## src/rtl/mux_16_1_arbiter_if.sv

```systemverilog
// mux_16_1_arbiter_if: request, data and grant bundle between the requesters and the arbiter.
interface mux_16_1_arbiter_if;
  logic [0:15] req;
  logic [0:15] din;
  logic [0:15] grant;
  logic [0:3] select;
  logic valid;
  logic dout;
  modport master (output req, din, input grant, select, valid, dout);
  modport slave (input req, din, output grant, select, valid, dout);
endinterface

```

## src/rtl/mux_16_1_arbiter.sv

```systemverilog
// mux_16_1_arbiter: round-robin, hold-limited arbiter steering a 16:1 mux to the granted requester.
module mux_16_1 (
  input  logic [0:15] inp,
  input  logic [0:3]  sel,
  output logic        out
);
  assign out = inp[sel];
endmodule

module mux_16_1_arbiter #(
  parameter int MAX_HOLD = 4
) (
  input logic clk,
  input logic reset,
  mux_16_1_arbiter_if.slave bus
);
  typedef enum logic {IDLE, GRANT} state_t;
  state_t state, state_n;
  logic [0:3] ptr, ptr_n, idx, idx_n, cnt, cnt_n, start, win;
  logic found, rel, mux_out;
  always_comb begin
    rel = !bus.req[idx] || cnt == 4'(MAX_HOLD);
    start = (state == GRANT && rel) ? idx + 4'd1 : ptr;
    found = 1'b0;
    win = start;
    // Descending scan so the candidate closest to start wins.
    for (int k = 15; k >= 0; k--)
      if (bus.req[start + 4'(k)]) begin
        found = 1'b1;
        win = start + 4'(k);
      end
    state_n = state;
    ptr_n = ptr;
    idx_n = idx;
    cnt_n = cnt;
    if (state == IDLE) begin
      state_n = found ? GRANT : IDLE;
      idx_n = found ? win : idx;
      cnt_n = found ? 4'd1 : cnt;
    end else if (!rel) begin
      cnt_n = cnt + 4'd1;
    end else begin
      ptr_n = start;
      state_n = found ? GRANT : IDLE;
      idx_n = found ? win : idx;
      cnt_n = found ? 4'd1 : cnt;
    end
  end
  always_ff @(posedge clk) begin
    if (reset) begin
      state <= IDLE;
      ptr <= '0;
      idx <= '0;
      cnt <= '0;
    end else begin
      state <= state_n;
      ptr <= ptr_n;
      idx <= idx_n;
      cnt <= cnt_n;
    end
  end
  assign bus.valid = state == GRANT;
  assign bus.select = idx;
  always_comb begin
    bus.grant = '0;
    for (int i = 0; i < 16; i++) bus.grant[i] = bus.valid && idx == 4'(i);
  end
  mux_16_1 u_mux (.inp(bus.din), .sel(idx), .out(mux_out));
  assign bus.dout = mux_out & bus.valid;
endmodule

```

## src/flat_wrapper.sv

```systemverilog
// flat-port wrapper written by rule: the top's interface ports become plain ports
module mux_16_1_arbiter_flat 
#(
  parameter int MAX_HOLD = 4
)
  (clk, reset, bus_req, bus_din, bus_grant, bus_select, bus_valid, bus_dout);
  mux_16_1_arbiter_if bus_i ();
  input logic clk;
  input logic reset;
  input wire logic [$bits(bus_i.req)-1:0] bus_req;
  input wire logic [$bits(bus_i.din)-1:0] bus_din;
  output wire logic [$bits(bus_i.grant)-1:0] bus_grant;
  output wire logic [$bits(bus_i.select)-1:0] bus_select;
  output wire logic [$bits(bus_i.valid)-1:0] bus_valid;
  output wire logic [$bits(bus_i.dout)-1:0] bus_dout;
  assign bus_i.req = bus_req;
  assign bus_i.din = bus_din;
  assign bus_grant = bus_i.grant;
  assign bus_select = bus_i.select;
  assign bus_valid = bus_i.valid;
  assign bus_dout = bus_i.dout;
  mux_16_1_arbiter #(.MAX_HOLD(MAX_HOLD)) u_core (.clk(clk), .reset(reset), .bus(bus_i));
endmodule
```

## config.mk

```make
export PLATFORM = sky130hd
export DESIGN_NAME = mux_16_1_arbiter_flat
export DESIGN_NICKNAME = d
export VERILOG_FILES = /design/src/rtl/mux_16_1_arbiter_if.sv /design/src/rtl/mux_16_1_arbiter.sv /design/src/flat_wrapper.sv
export SDC_FILE = /design/constraint.sdc
export NUM_CORES = 1
export LEC_CHECK = 0
export ABC_CLOCK_PERIOD_IN_PS = 9200
export CAP_MARGIN = 20
export CORE_ASPECT_RATIO = 1.25
export CORE_UTILIZATION = 27
export CTS_BUF_LIST = sky130_fd_sc_hd__clkbuf_2
export DETAILED_ROUTE_END_ITERATION = 10
export GPL_TIMING_DRIVEN = 0
export SYNTH_ARGS = -nofsm -noshare
export SYNTH_HDL_FRONTEND = slang
export SYNTH_HIERARCHICAL = 1
export SYNTH_SLANG_ARGS = --single-unit
export TNS_END_PERCENT = 10
```

## constraint.sdc

```tcl
create_clock -name clk -period 9.2 [get_ports clk]
set_input_delay 0.92 -clock clk [delete_from_list [all_inputs] [get_ports clk]]
set_output_delay 0.92 -clock clk [all_outputs]
set_load 0.05 [all_outputs]
```

==> results.sh, run 1 <==
export IMPL_clk_latency_ns=0.26
export IMPL_vias=4299
export IMPL_synth_main_ff_cell="dfxtp_1"
export IMPL_cts_made_buffers=3
export IMPL_die_x_um=104
export IMPL_syn_nets=523
export IMPL_skew_ns=0.0135
export IMPL_fin_area_um2=4280
export IMPL_num_rows=46
export IMPL_maxCapViolations=0
export IMPL_n_fill_cell=1339
export IMPL_grt_pass1_vias=4065
export IMPL_ys_seq_elements=13
export IMPL_port_buffers=55
export IMPL_cts_setup_buffers=0
export IMPL_min_period_ns=6.45
export IMPL_criticalPathCategory="input pin to flip-flop"
export IMPL_synth_seq_area_share_pct=7.44
export IMPL_initial_core_util_pct=27.6
export IMPL_fp_dieArea_um2=13400
export IMPL_clk_path_buf_depth=2
export IMPL_placed_area_um2=4260
export IMPL_antenna_violating_nets_post_route=0
export IMPL_syn_area_um2=3500
export IMPL_grt_ovfl_total=0
export IMPL_drc=0
export IMPL_hpwl_um=11200
export IMPL_path_max_fanout=10
export IMPL_finalHoldViolCount=0
export IMPL_coreArea_um2=12700
export IMPL_syn_avg_cell_area_um2=7.25
export IMPL_cts_resized=0
export IMPL_wire_per_inst_um=19.8
export IMPL_required_ns=9.38
export IMPL_status="complete, no violations"
export IMPL_grt_pass1_wl_um=21700
export IMPL_syn2layout_area_growth_pct=22.5
export IMPL_viasPerCell=6.05
export IMPL_most_common_layout_cells="clkdlybuf4s50_1 (55), nand2_1 (54), nor2_1 (45)"
export IMPL_layout_drive_gt1_share_pct=12.5
export IMPL_setup_viol=0
export IMPL_syn_inst=482
export IMPL_end_kind="flip-flop"
export IMPL_layout_commonest_cell="clkdlybuf4s50_1"
export IMPL_period_share_pct=70.1
export IMPL_worstMarginPinSlew_ns=0.878
export IMPL_arrival_ns=6.64
export IMPL_grt_usage_pct=20.2
export IMPL_grt_max_degree=15
export IMPL_synth_edf_count=0
export IMPL_die_y_um=129
export IMPL_max_slew_margin_rel_pct=40.7
export IMPL_boundaryPins=56
export IMPL_min_path_type="flip-flop to flip-flop"
export IMPL_cts_tree="yes"
export IMPL_fin_tns_setup_ns=0
export IMPL_wirelength_um=14000
export IMPL_fmax_mhz=155
export IMPL_synth_warnings=6
export IMPL_async_reset_ff_share_pct=0
export IMPL_antenna_found_initial=0
export IMPL_num_antenna_cells=0
export IMPL_clkTransAtPathRegs_ns=0.13
export IMPL_clock_sinks=13
export IMPL_synth_cell_types=74
export IMPL_cts_root_buf="clkbuf_2"
export IMPL_maxSlewViolCount=0
export IMPL_finalCoreUtilization_pct=33.8
export IMPL_first_pass_iters=5
export IMPL_worstSetupStartpointType="input pin"
export IMPL_postCtsHoldBufs=0
export IMPL_dr_first_iter_drc_count=376
export IMPL_ctsHtreeMaxLevel=1
export IMPL_whs_ns=0.517
export IMPL_grt_setup_unrepaired="false"
export IMPL_place_congestion=0.956
export IMPL_layout_nets=584
-- worst max-delay path, stage by stage --
cell and delay, ns:
clkdlybuf4s50_1 0.66, mux2_2 0.22, o221ai_1 0.15, o32ai_2 0.64, nor3_2 0.17, or2_1 0.26, buf_6 0.15, inv_2 0.10
buf_2 0.24, buf_2 0.30, ha_1 0.17, clkbuf_1 0.40, mux4_2 0.45, mux2_2 0.38, mux2i_4 0.27, nand3_1 0.23
nor4_1 0.31, nor3_1 0.12, o211ai_1 0.20, nand4_1 0.13, a21oi_1 0.16
-- final timing paths --
check / from / end / slack [ns] / cells after the start
min: u_core/cnt[2] / u_core/cnt[2] / 0.52 / 2
max: bus_req[2] / u_core/bus.select[1] / 2.75 / 21
max reg2reg: u_core/bus.select[3] / u_core/bus.select[1] / 3.21 / 21
min reg2reg: u_core/cnt[2] / u_core/cnt[2] / 0.52 / 2
-- kinds of logic (layout without fill, tap and decap cells) --
| group | Yosys count | after routing | share of synthesized area (%) |
|---|---|---|---|
| and+or+nand+nor | 189 | 189 | 26.3 |
| AOI/OAI and AO/OA | 158 | 158 | 32.4 |
| DFF | 13 | 13 | 7.44 |
| xor gates and xnor gates | 14 | 14 | 3.72 |
| muxes | 56 | 56 | 21.7 |
| adders and majority gates | 7 | 7 | 2.51 |
| buffers and inverters | 45 | 105 | 5.94 |
-- stage by stage --
step	worst slack, ns	cells
after floorplan	3.98	482
after global placement	2.65	705
after detailed placement	2.60	706
after CTS	2.85	710
after global routing	2.49	710
final	2.75	710
-- per-layer routing --
layer  track usage (%)  part of all wire [%]
met3              1.81                   6.6
met5                 0                     0
met2              36.2                    49
met4              12.7                   6.1
met1              23.6                    38
-- cells in the mapped netlist (5+ instances only) --
cell	number	area (um^2)
mux4_2	6	135
ha_1	7	87.6
nand4_1	8	50.1
mux2i_1	26	260
mux2_2	15	169
nand2_1	54	203
o211ai_1	6	45.0
a21oi_1	33	165
a211oi_1	7	52.6
and2_1	6	37.5
nor2_1	45	169
dfxtp_1	13	260
o32ai_2	5	81.3
a311oi_1	6	52.6
o221ai_1	6	52.6
nand2b_1	8	50.1
nand3_1	28	140
clkbuf_1	13	48.8
a22o_1	5	43.8
buf_2	10	50.1
o21ai_0	26	130
inv_1	14	52.6
a21boi_0	6	45.0
o22ai_1	9	56.3
and3_1	8	50.1
a31oi_1	8	50.1
nor3_1	10	50.1
xnor2_1	13	114
-- state kept, by name, indices dropped and copies added, names as in the netlist --
signal	cells
u_core/bus.select	4
u_core/bus.valid	1
u_core/cnt	4
u_core/ptr	4
-- layout make-up --
type	count	area (um^2)	share of cell area [%]
inverters	16	60.1	1.40
plain buffers	29	148	3.45
multi-input cells	424	3030	70.7
flip-flops and latches	13	260	6.08
clock buffers	4	20.0	0.467
well taps	168	210	4.91
repair buffers	56	556	13.0
Power of run 1 is left out: the tool's default activity adds up to more than one toggle a clock period on the data nets, which glitch-free logic cannot reach.
==> run 2: changes to the inputs <==
Settings changed: ABC_CLOCK_PERIOD_IN_PS 9200 to 5700.
Clock period 9.2 ns to 5.7 ns, I/O delays scaled along.
==> run 2 against run 1 <==
Compared with the run above:
- worst setup slack lost 2.5 ns
- register-to-register slack worse by 2.8 ns
- hold slack about the same
- critical path type unchanged
- core utilization increased by 0.19 points
==> results.sh, run 2 (synthesis results as in run 1) <==
export IMPL_initial_core_util_pct=27.6
export IMPL_status="complete, no violations"
export IMPL_maxSlewViolCount=0
export IMPL_drc=0
export IMPL_num_antenna_cells=0
export IMPL_grt_ovfl_total=0
export IMPL_period_share_pct=95.8
export IMPL_grt_usage_pct=20.3
export IMPL_fp_dieArea_um2=13400
export IMPL_maxCapViolations=0
export IMPL_syn2layout_area_growth_pct=23.2
export IMPL_most_common_layout_cells="nand2_1 (54), clkdlybuf4s50_1 (53), nor2_1 (45)"
export IMPL_arrival_ns=5.65
export IMPL_coreArea_um2=12700
export IMPL_max_slew_margin_rel_pct=35.8
export IMPL_cts_tree="yes"
export IMPL_whs_ns=0.517
export IMPL_fmax_mhz=183
export IMPL_required_ns=5.89
export IMPL_end_kind="flip-flop"
export IMPL_min_period_ns=5.46
export IMPL_grt_setup_unrepaired="false"
export IMPL_boundaryPins=56
export IMPL_min_path_type="flip-flop to flip-flop"
export IMPL_cts_root_buf="clkbuf_2"
export IMPL_die_y_um=129
export IMPL_wirelength_um=14100
export IMPL_grt_pass1_vias=4045
export IMPL_finalCoreUtilization_pct=34.0
export IMPL_dp_cells=706
export IMPL_placed_area_um2=4260
export IMPL_cts_setup_buffers=0
export IMPL_skew_ns=0.0188
export IMPL_layout_nets=582
export IMPL_clk_latency_ns=0.27
export IMPL_worstSetupStartpointType="input pin"
export IMPL_n_fill_cell=1338
export IMPL_antenna_violating_nets_post_route=0
export IMPL_place_congestion=0.956
export IMPL_path_max_fanout=16
export IMPL_cts_made_buffers=3
export IMPL_antenna_found_initial=0
export IMPL_first_pass_iters=5
export IMPL_viasPerCell=6.10
export IMPL_postCtsHoldBufs=0
export IMPL_layout_cells_non_filler=708
export IMPL_ctsHtreeMaxLevel=1
export IMPL_die_x_um=104
export IMPL_seqCellArea_um2=262
export IMPL_criticalPathCategory="input pin to flip-flop"
export IMPL_wire_per_inst_um=20.0
export IMPL_clkTransAtPathRegs_ns=0.14
export IMPL_port_buffers=55
export IMPL_setup_viol=0
export IMPL_clk_path_buf_depth=2
export IMPL_vias=4316
export IMPL_worstMarginPinSlew_ns=0.951
export IMPL_layout_commonest_cell="nand2_1"
export IMPL_grt_max_degree=15
export IMPL_clock_sinks=13
export IMPL_hpwl_um=11200
export IMPL_finalHoldViolCount=0
export IMPL_multi_input_area_um2=3050
export IMPL_grt_pass1_wl_um=21800
export IMPL_fin_area_um2=4310
export IMPL_num_rows=46
export IMPL_layout_drive_gt1_share_pct=12.8
export IMPL_dr_first_iter_drc_count=360
==> run 2: layer usage <==
layer	global-route usage (%)	vias up	wire, um
met3	1.81	52	848
met5	0	-	0
met4	11.7	0	728
met1	23.8	2040	5410
met2	36.7	239	7160
li1	-	1985	-
==> run 2: cell type report <==
class,instances,share of cell area (%)
buffer,27,3.28
inverter,16,1.39
sequential,13,6.07
clock buffer,4,0.465
multi-input combinational,424,70.9
timing repair buffer,56,13.0
tap,168,4.88
==> run 2: worst paths after layout <==
kind	from	end	slack, ns	depth (start not counted)
worst min-delay path	u_core/cnt[2]	u_core/cnt[2]	0.52	2
worst max-delay path	bus_req[10]	u_core/bus.select[1]	0.24	20
worst max register to register	u_core/bus.select[0]	u_core/bus.select[1]	0.37	19
worst min register to register	u_core/cnt[2]	u_core/cnt[2]	0.52	2
==> run 2: worst max-delay path: stages <==
cell and delay (ns):
clkdlybuf4s50_1 0.51, mux4_2 0.55, o2bb2ai_2 0.23, o32a_1 0.17, buf_4 0.17, a21oi_2 0.10
or2_1 0.25, buf_6 0.15, inv_2 0.21, buf_4 0.26, ha_4 0.27, mux4_2 0.37
mux2_2 0.37, mux2i_4 0.27, nand3_1 0.23, nor4_1 0.31, nor3_1 0.12, o211ai_1 0.20
nand4_1 0.13, a21oi_1 0.16
==> run 2: per-stage QoR <==
step | setup WS (ns) | TNS, ns
after global routing | 0.0348 | 0
after CTS | 0.00380 | 0
after detailed placement | -0.546 | -3.53
final | 0.238 | 0
after floorplan | 0.481 | 0
after global placement | -0.496 | -3.06
==> run 2: timing repair <==
action | 4_1_cts | 5_1_grt
endpoints found under the hold margin | 0 | 0
resized for setup | 3 | 6
setup endpoints to repair | 8 | 7
Power of run 2 is left out for the same reason.
